[config.mk]
export PLATFORM = sky130hd
export DESIGN_NAME = piece_mover
export DESIGN_NICKNAME = d
export VERILOG_FILES = /design/src/rtl/piece_mover.sv
export SDC_FILE = /design/constraint.sdc
export NUM_CORES = 1
export LEC_CHECK = 0
export BUFFER_PORTS_ARGS = -buffer_cell sky130_fd_sc_hd__buf_2
export CORE_AREA = 5 5 103 105
export CTS_CLUSTER_DIAMETER = 200
export DETAILED_ROUTE_END_ITERATION = 8
export DIE_AREA = 0 0 108 110
export GPL_ROUTABILITY_DRIVEN = 1
export HOLD_SLACK_MARGIN = 0.15
export PLACE_DENSITY = 0.82
export RECOVER_POWER = 25
export SETUP_SLACK_MARGIN = 0.05
export SYNTH_ARGS = -nofsm -noshare
export SYNTH_HDL_FRONTEND = slang
export SYNTH_SLANG_ARGS = --single-unit
[constraint.sdc]
create_clock -name clka -period 6.3 [get_ports clka]
set_clock_uncertainty 0.15 [all_clocks]
set_input_delay 0.63 -clock clka [delete_from_list [all_inputs] [get_ports clka]]
set_output_delay 0.63 -clock clka [all_outputs]
set_load 0.05 [all_outputs]
[src/rtl/piece_mover.sv]
// piece_mover: owns the falling piece on the 8x4 board. Samples the freshly
// cleared/spawned board, applies gravity, lateral moves and hard drop, and
// merges the piece into the static board when it can no longer descend.
module piece_mover #(
    parameter int unsigned GRAVITY_TICKS = 8
) (
    input  logic        clka,
    input  logic        restart,
    input  logic [31:0] board_in,
    input  logic        error_in,
    input  logic [1:0]  curr_piece,
    input  logic        btn_left,
    input  logic        btn_right,
    input  logic        btn_drop,
    output logic [2:0]  state,
    output logic [31:0] board_out,
    output logic        locked,
    output logic        game_over
);

    typedef enum logic [2:0] {
        StGen   = 3'd0,
        StSpawn = 3'd1,
        StFall  = 3'd2,
        StDrop  = 3'd3,
        StLock  = 3'd4,
        StOver  = 3'd5
    } state_e;

    // Column 0 / column 3 bits of every row.
    localparam logic [31:0] Col0Mask = 32'h1111_1111;
    localparam logic [31:0] Col3Mask = 32'h8888_8888;
    localparam logic [7:0]  LastTick = 8'(GRAVITY_TICKS - 1);

    state_e      state_q, state_d;
    logic [31:0] active_q, active_d;
    logic [31:0] static_q, static_d;
    logic [31:0] board_q, board_d;
    logic [7:0]  cnt_q, cnt_d;
    logic        game_over_q, game_over_d;

    logic [31:0] spawn_mask;
    logic [31:0] left_mask, right_mask, down_mask;
    logic        left_ok, right_ok, down_ok;

    // Spawn shape and candidate moves with their legality.
    always_comb begin
        spawn_mask = 32'h0;
        unique case (curr_piece)
            2'b00: spawn_mask = 32'h0000_0002;
            2'b01: spawn_mask = 32'h0000_0006;
            2'b10: spawn_mask = 32'h0000_0066;
            2'b11: spawn_mask = 32'h0000_0062;
            default: spawn_mask = 32'h0;
        endcase
        left_mask  = active_q >> 1;
        right_mask = active_q << 1;
        down_mask  = active_q << 4;
        left_ok    = ~(|(active_q & Col0Mask)) && ~(|(left_mask & static_q));
        right_ok   = ~(|(active_q & Col3Mask)) && ~(|(right_mask & static_q));
        down_ok    = ~(|active_q[31:28]) && ~(|(down_mask & static_q));
    end

    // Next-state: FSM transitions, piece movement, merge and board snapshot.
    always_comb begin
        state_d     = state_q;
        active_d    = active_q;
        static_d    = static_q;
        cnt_d       = cnt_q;
        game_over_d = game_over_q;
        board_d     = static_q | active_q;
        case (state_q)
            StGen: state_d = StSpawn;
            StSpawn: begin
                if (error_in) begin
                    state_d     = StOver;
                    game_over_d = 1'b1;
                end else begin
                    active_d = spawn_mask;
                    static_d = board_in & ~spawn_mask;
                    cnt_d    = 8'd0;
                    state_d  = StFall;
                end
            end
            StFall: begin
                if (btn_drop) begin
                    state_d = StDrop;
                    cnt_d   = 8'd0;
                end else if (cnt_q == LastTick) begin
                    // Gravity step wins over lateral buttons this cycle.
                    cnt_d = 8'd0;
                    if (down_ok) begin
                        active_d = down_mask;
                    end else begin
                        state_d = StLock;
                    end
                end else begin
                    cnt_d = cnt_q + 8'd1;
                    if (btn_left && !btn_right && left_ok) begin
                        active_d = left_mask;
                    end else if (btn_right && !btn_left && right_ok) begin
                        active_d = right_mask;
                    end
                end
            end
            StDrop: begin
                if (down_ok) begin
                    active_d = down_mask;
                end else begin
                    state_d = StLock;
                end
            end
            StLock: begin
                static_d = static_q | active_q;
                active_d = 32'h0;
                state_d  = StGen;
            end
            StOver: begin
                board_d     = board_q;
                game_over_d = 1'b1;
            end
            default: state_d = StGen;
        endcase
    end

    // State registers with synchronous restart.
    always_ff @(posedge clka) begin
        if (restart) begin
            state_q     <= StGen;
            active_q    <= 32'h0;
            static_q    <= 32'h0;
            board_q     <= 32'h0;
            cnt_q       <= 8'd0;
            game_over_q <= 1'b0;
        end else begin
            state_q     <= state_d;
            active_q    <= active_d;
            static_q    <= static_d;
            board_q     <= board_d;
            cnt_q       <= cnt_d;
            game_over_q <= game_over_d;
        end
    end

    // Output mapping.
    always_comb begin
        state     = state_q;
        board_out = board_q;
        locked    = (state_q == StLock);
        game_over = game_over_q;
    end

endmodule

Word-level counts from Yosys, hierarchy flattened:

Cells that the tools add are included.

* bits in registers: 108
* bits of input ports: 40
* output and inout port bits: 37
* word-level logic and storage cells: 81

* $add $sub $neg: 1
* equality and inequality tests: 14
* mux-type cells: 21
* bitwise operators: 13
* reductions and logical operators: 26

Operators by type and width (number)
* case mux 32 bit (4 select lines): 2
* 2-to-1 mux 32 bit: 7
* bitwise AND 32 bit: 3
* OR reduction 32 bit: 3
* case mux 32 bit (2 select lines): 1
* bitwise AND 31 x 32 -> 32 bit: 1
* NOT 32 bit: 1
* bitwise OR 32 bit: 1
* 2-to-1 mux 8 bit: 3
* case mux 8 bit (2 select lines): 1
* OR reduction 8 bit: 2
* case mux 3 bit (5 select lines): 1
* 2-to-1 mux 3 bit: 4
* adder 8 x 1 -> 8 bit (second input constant): 1
* equality test 8 x 3 -> 1 bit (second input constant): 1
* AND reduction 2 bit: 4
* logical AND 1 bit: 7
* NOT 1 bit: 7
* equality test 3 x 2 -> 1 bit (second input constant): 2
* equality test 3 bit (second input constant): 2
* != test 2 bit (second input constant): 3
* nonzero test 2 bit: 3
* equality test 2 bit (second input constant): 2
* != test 4 bit (second input constant): 1
* 11 further kinds: 12

Depth between registers and ports, before layout:

* depth in word-level cells: 10
* mapped depth: 11
* gate-level depth less buffers: 8

Worst setup path after synthesis:

Ideal clock, no wire load.

* kind: register -> register
* start point: register state_q[1] (netlist: state[1])
* end point: register cnt_q[6]
* setup time: 0.091 ns
* data arrival time: 2.391 ns
* required time: 6.059 ns
* path slack: 3.668 ns
* cell stages (with the launch flop): 10
* buffers on the path: 3
* clock period less this slack: 2.632 ns
* cells stage by stage: dfxtp_1 > nand2b_1 > or3_1 > buf_4 > buf_2 > or2_2 > clkbuf_1 > nor2_1 > nor2_1 > a311oi_1

* longest elaborated chain between the ends: 3
* elaborated cells on any way between the ends: 6
* those cells by class: 3 x eq/ne; 1 x mux; 2 x reduce/logical

Ends and longest elaborated chain
* start, declared: line 35 `state_e state_q, state_d;`
* start signal, assigned: line 129 `state_q <= StGen;`
* start signal, assigned: line 136 `state_q <= state_d;`
* equality test 3 x 1 -> 1 bit or equality test 3 x 2 -> 1 bit (tied branches): line 72 `case (state_q)`
* != test 2 bit (no source line) or nonzero test 2 bit (tied branches)
* AND reduction 2 bit (no source line)
* end signal, assigned: line 140 `cnt_q <= cnt_d;`
* end, declared: line 39 `logic [7:0] cnt_q, cnt_d;`

Several ways; a longest one is shown, not always the timed one.
A chain may end at the register's enable or synchronous reset.

Final worst setup path:

* start point: register state_q[0] (netlist: state[0])
* end point: register board_q[1] (netlist: board_out[1])

* longest elaborated chain between the ends: 1

Ends and longest elaborated chain
* equality test 3 bit: line 72
* end signal, assigned: line 139 `board_q <= board_d;`
* end, declared: line 38 `logic [31:0] board_q, board_d;`

Every way passes these cells.

==> run metrics <==
cts bufs inserted 9; Die Width roughly 110 um; fraction of power consumed by the clock network 0.234; hold-fix buffers at CTS 0; synth unique cells 53; worst r2r src state[0]; Max rail drop VDD 292.3 uV; vias in the first global route 5167; mux contribution to synthesized area 0.04443; final setup fails 0; Avg Cell Area, Syn approximately 8.9 um^2; Placer Congestion 0.9764; Reg2Reg Setup Slack 2.55 ns; Synth area leader dfxtp_1; fmax 0.2665 GHz; Primary FF master, synth dfxtp_1; number of gates resized after CTS 0; combinational share of power 0.271; Yosys top cell area share 0.3839; data arrival time of the critical path 3.86 ns; core footprint between 9000 and 10000 um^2; Synth Area in Compound Gates 0.3630; Clock Root Buffer clkbuf_8; grt total ovfl 0; final non-filler cell total 787; RR Endpoint board_out[1]; Mapped Cells 634; Final Cycle Share 0.5955; Inst Count DP around 770; Antenna Diode Count 0; first-pass GRT wire length 28.37 mm; Clk pin slew, worst setup/hold paths 0.11 ns; fin worst setup slack 2.548 ns; most common cell in the netlist dfxtp_1; Seq cells post-synth 108; largest net degree at the start of global routing 54; antenna violations before repair 0; total number of vias between 5000 and 6000; Hold Vio Cnt, Final 0; hold crit path type flop to flop; row count 36; setup_tns 0 ns; worst hold start game_over; WHS Endpoint game_over; main combinational cell family by area after synthesis compound AO/OA/AOI/OAI gates; I/O Buffers 75; Crit Path Category flop to flop; Rel. slew slack 0.01579; Worst Setup Start Kind flop; share of post-route cells with drive strength above 1 0.1606; Crit path largest cell delay 1.07 ns; area of the die between 10000 and 15000 um^2; Post-synth EDFFs 0; Psw 0.6755 mW; leakage power 2.192 nW; antenna viol nets, final 0; Least-Margin Pin Slew 1.476 ns; RSZ-0062 raised after global routing false; hold depth 2; post-synthesis sequential area ratio 0.3839; Placement Setup Slack 2.887 ns; CTS max path bufs 2; clock sink total 108; part of the power in registers 0.496; fin nets roughly 690; Die H 110 um; total wire length 18.14 mm; Avg Vias per Cell 6.948; num ports 77; Post-route DRC 0; internal power 1.054 mW; CP endpoint kind flop; CP max FO 34; switching share of power 0.3906; Post-Synth Simple-Gate Area 0.1264; Syn. warnings 0; CTS tree done; initial core utilization 0.5898; router iterations before antenna repair 6; R2R depth 5; outcome complete, no violations; Synth area leaders dfxtp_1 (38%), o221a_2 (6.0%), a22oi_1 (5.6%); setup bufs post-CTS 0; hpwl dp 12.10 mm; fin. max-slew vios 0; clock latency on the worst-skew pair 0.40 ns; synth cell count leaders dfxtp_1 (108), a21oi_1 (56), o21ai_0 (49); maxcap violations 0; Synth-to-Final Area Change 6.221%; mapped cell area 5632 um^2; H-tree Lvls 3; Req. time, crit path 6.41 ns; Max stage delay cell, worst path clkbuf_1; post-DR wirelength/cell 23.05 um; XOR/XNOR Fraction of Synth Area 0; Synthesized Nets 677; crit path cell chain nor2b_2 -> clkbuf_1 -> nand2_1 -> o21ai_0 -> a21oi_1; GR Util All Layers 0.3065; Pwr per Cell Area approximately 290 nW/um^2; initial DRC count approximately 550; adder-cell area share of the yosys netlist 0.006665; Post-synth ARST share 0; Period minus WS final 3.752 ns
## cell usage in the layout, fill, tap and decap left out, types with 29 or more instances in the layout
| master | synthesis | layout |
|---|---|---|
| a22oi_1 | 42 | 42 |
| nor2_1 | 35 | 35 |
| a21oi_1 | 56 | 56 |
| buf_2 | 15 | 40 |
| o21ai_0 | 49 | 48 |
| dfxtp_1 | 108 | 108 |
| clkbuf_1 | 45 | 37 |
| o21a_1 | 29 | 29 |
| nand3_1 | 34 | 34 |
| o221a_2 | 30 | 30 |
## state kept, by name (all words and copies together), names as in the netlist
name and flops:
active_q 32, board_out 32, static_q 32, cnt_q 8, state 3, game_over 1
## worst max-delay path by stage
stage | from | end
6_report | state[0] | board_out[1]
5_1_grt | state[0] | static_q[2]
4_1_cts | cnt_q[7] | active_q[3]
3_5_place_dp | cnt_q[7] | active_q[3]
3_3_place_gp | cnt_q[3] | active_q[3]
2_1_floorplan | state[1] | cnt_q[6]
## per-layer routing
layer / vias up / routed length (um) / track usage
li1: 2463 / - / -
met1: 2681 / 7648 / 0.4039
met2: 295 / 8673 / 0.4938
met3: 29 / 1446 / 0.07863
met4: 0 / 369 / 0.1010
met5: - / 0 / 0
## cells by family (layout without fill, tap and decap cells)
kind of cell | Yosys count | after routing
compound gates | 280 | 280
simple gates | 129 | 129
flops | 108 | 108
buf+inv | 89 | 109
mux | 25 | 25
fa+ha+maj | 3 | 3
## critical path, delay by kind of cell, from the launching register on
family / cells / cell delay, ns
buf+inv: 1 / 1.07
flops: 1 / 0.61
compound gates: 2 / 0.55
simple gates: 2 / 1.21
## per-stage QoR
stage               total power, mW  hold WS, ns  utilization  area [um^2]
floorplan                     1.204       0.2892            -         5632
global placement              1.320       0.2822       0.6129         5853
detailed placement            1.334       0.3012       0.6129         5853
CTS                           1.729       0.3171       0.6314         6030
global route                  1.795       0.3215       0.6264         5982
finish                        1.729       0.3127       0.6264         5982
## final cells by class
| cell class | count | area (um^2) |
|---|---|---|
| Clock inverter | 6 | 48.80 |
| Multi-Input combinational cell | 437 | 3055 |
| Fill cell | 881 | 3567 |
| Timing Repair Buffer | 82 | 380.4 |
| Clock buffer | 10 | 127.6 |
| Sequential cell | 108 | 2162 |
| Tap cell | 133 | 166.4 |
| Inverter | 11 | 41.29 |
## power groups by stage
stage	logic [mW]	registers (mW)	clock network, mW
CTS	0.473	0.850	0.407
floorplan	0.295	0.909	0
global placement	0.457	0.864	0
finish	0.468	0.857	0.404
detailed placement	0.470	0.864	0
global route	0.500	0.861	0.434
Note: power is estimated with default switching activity, not from simulation.
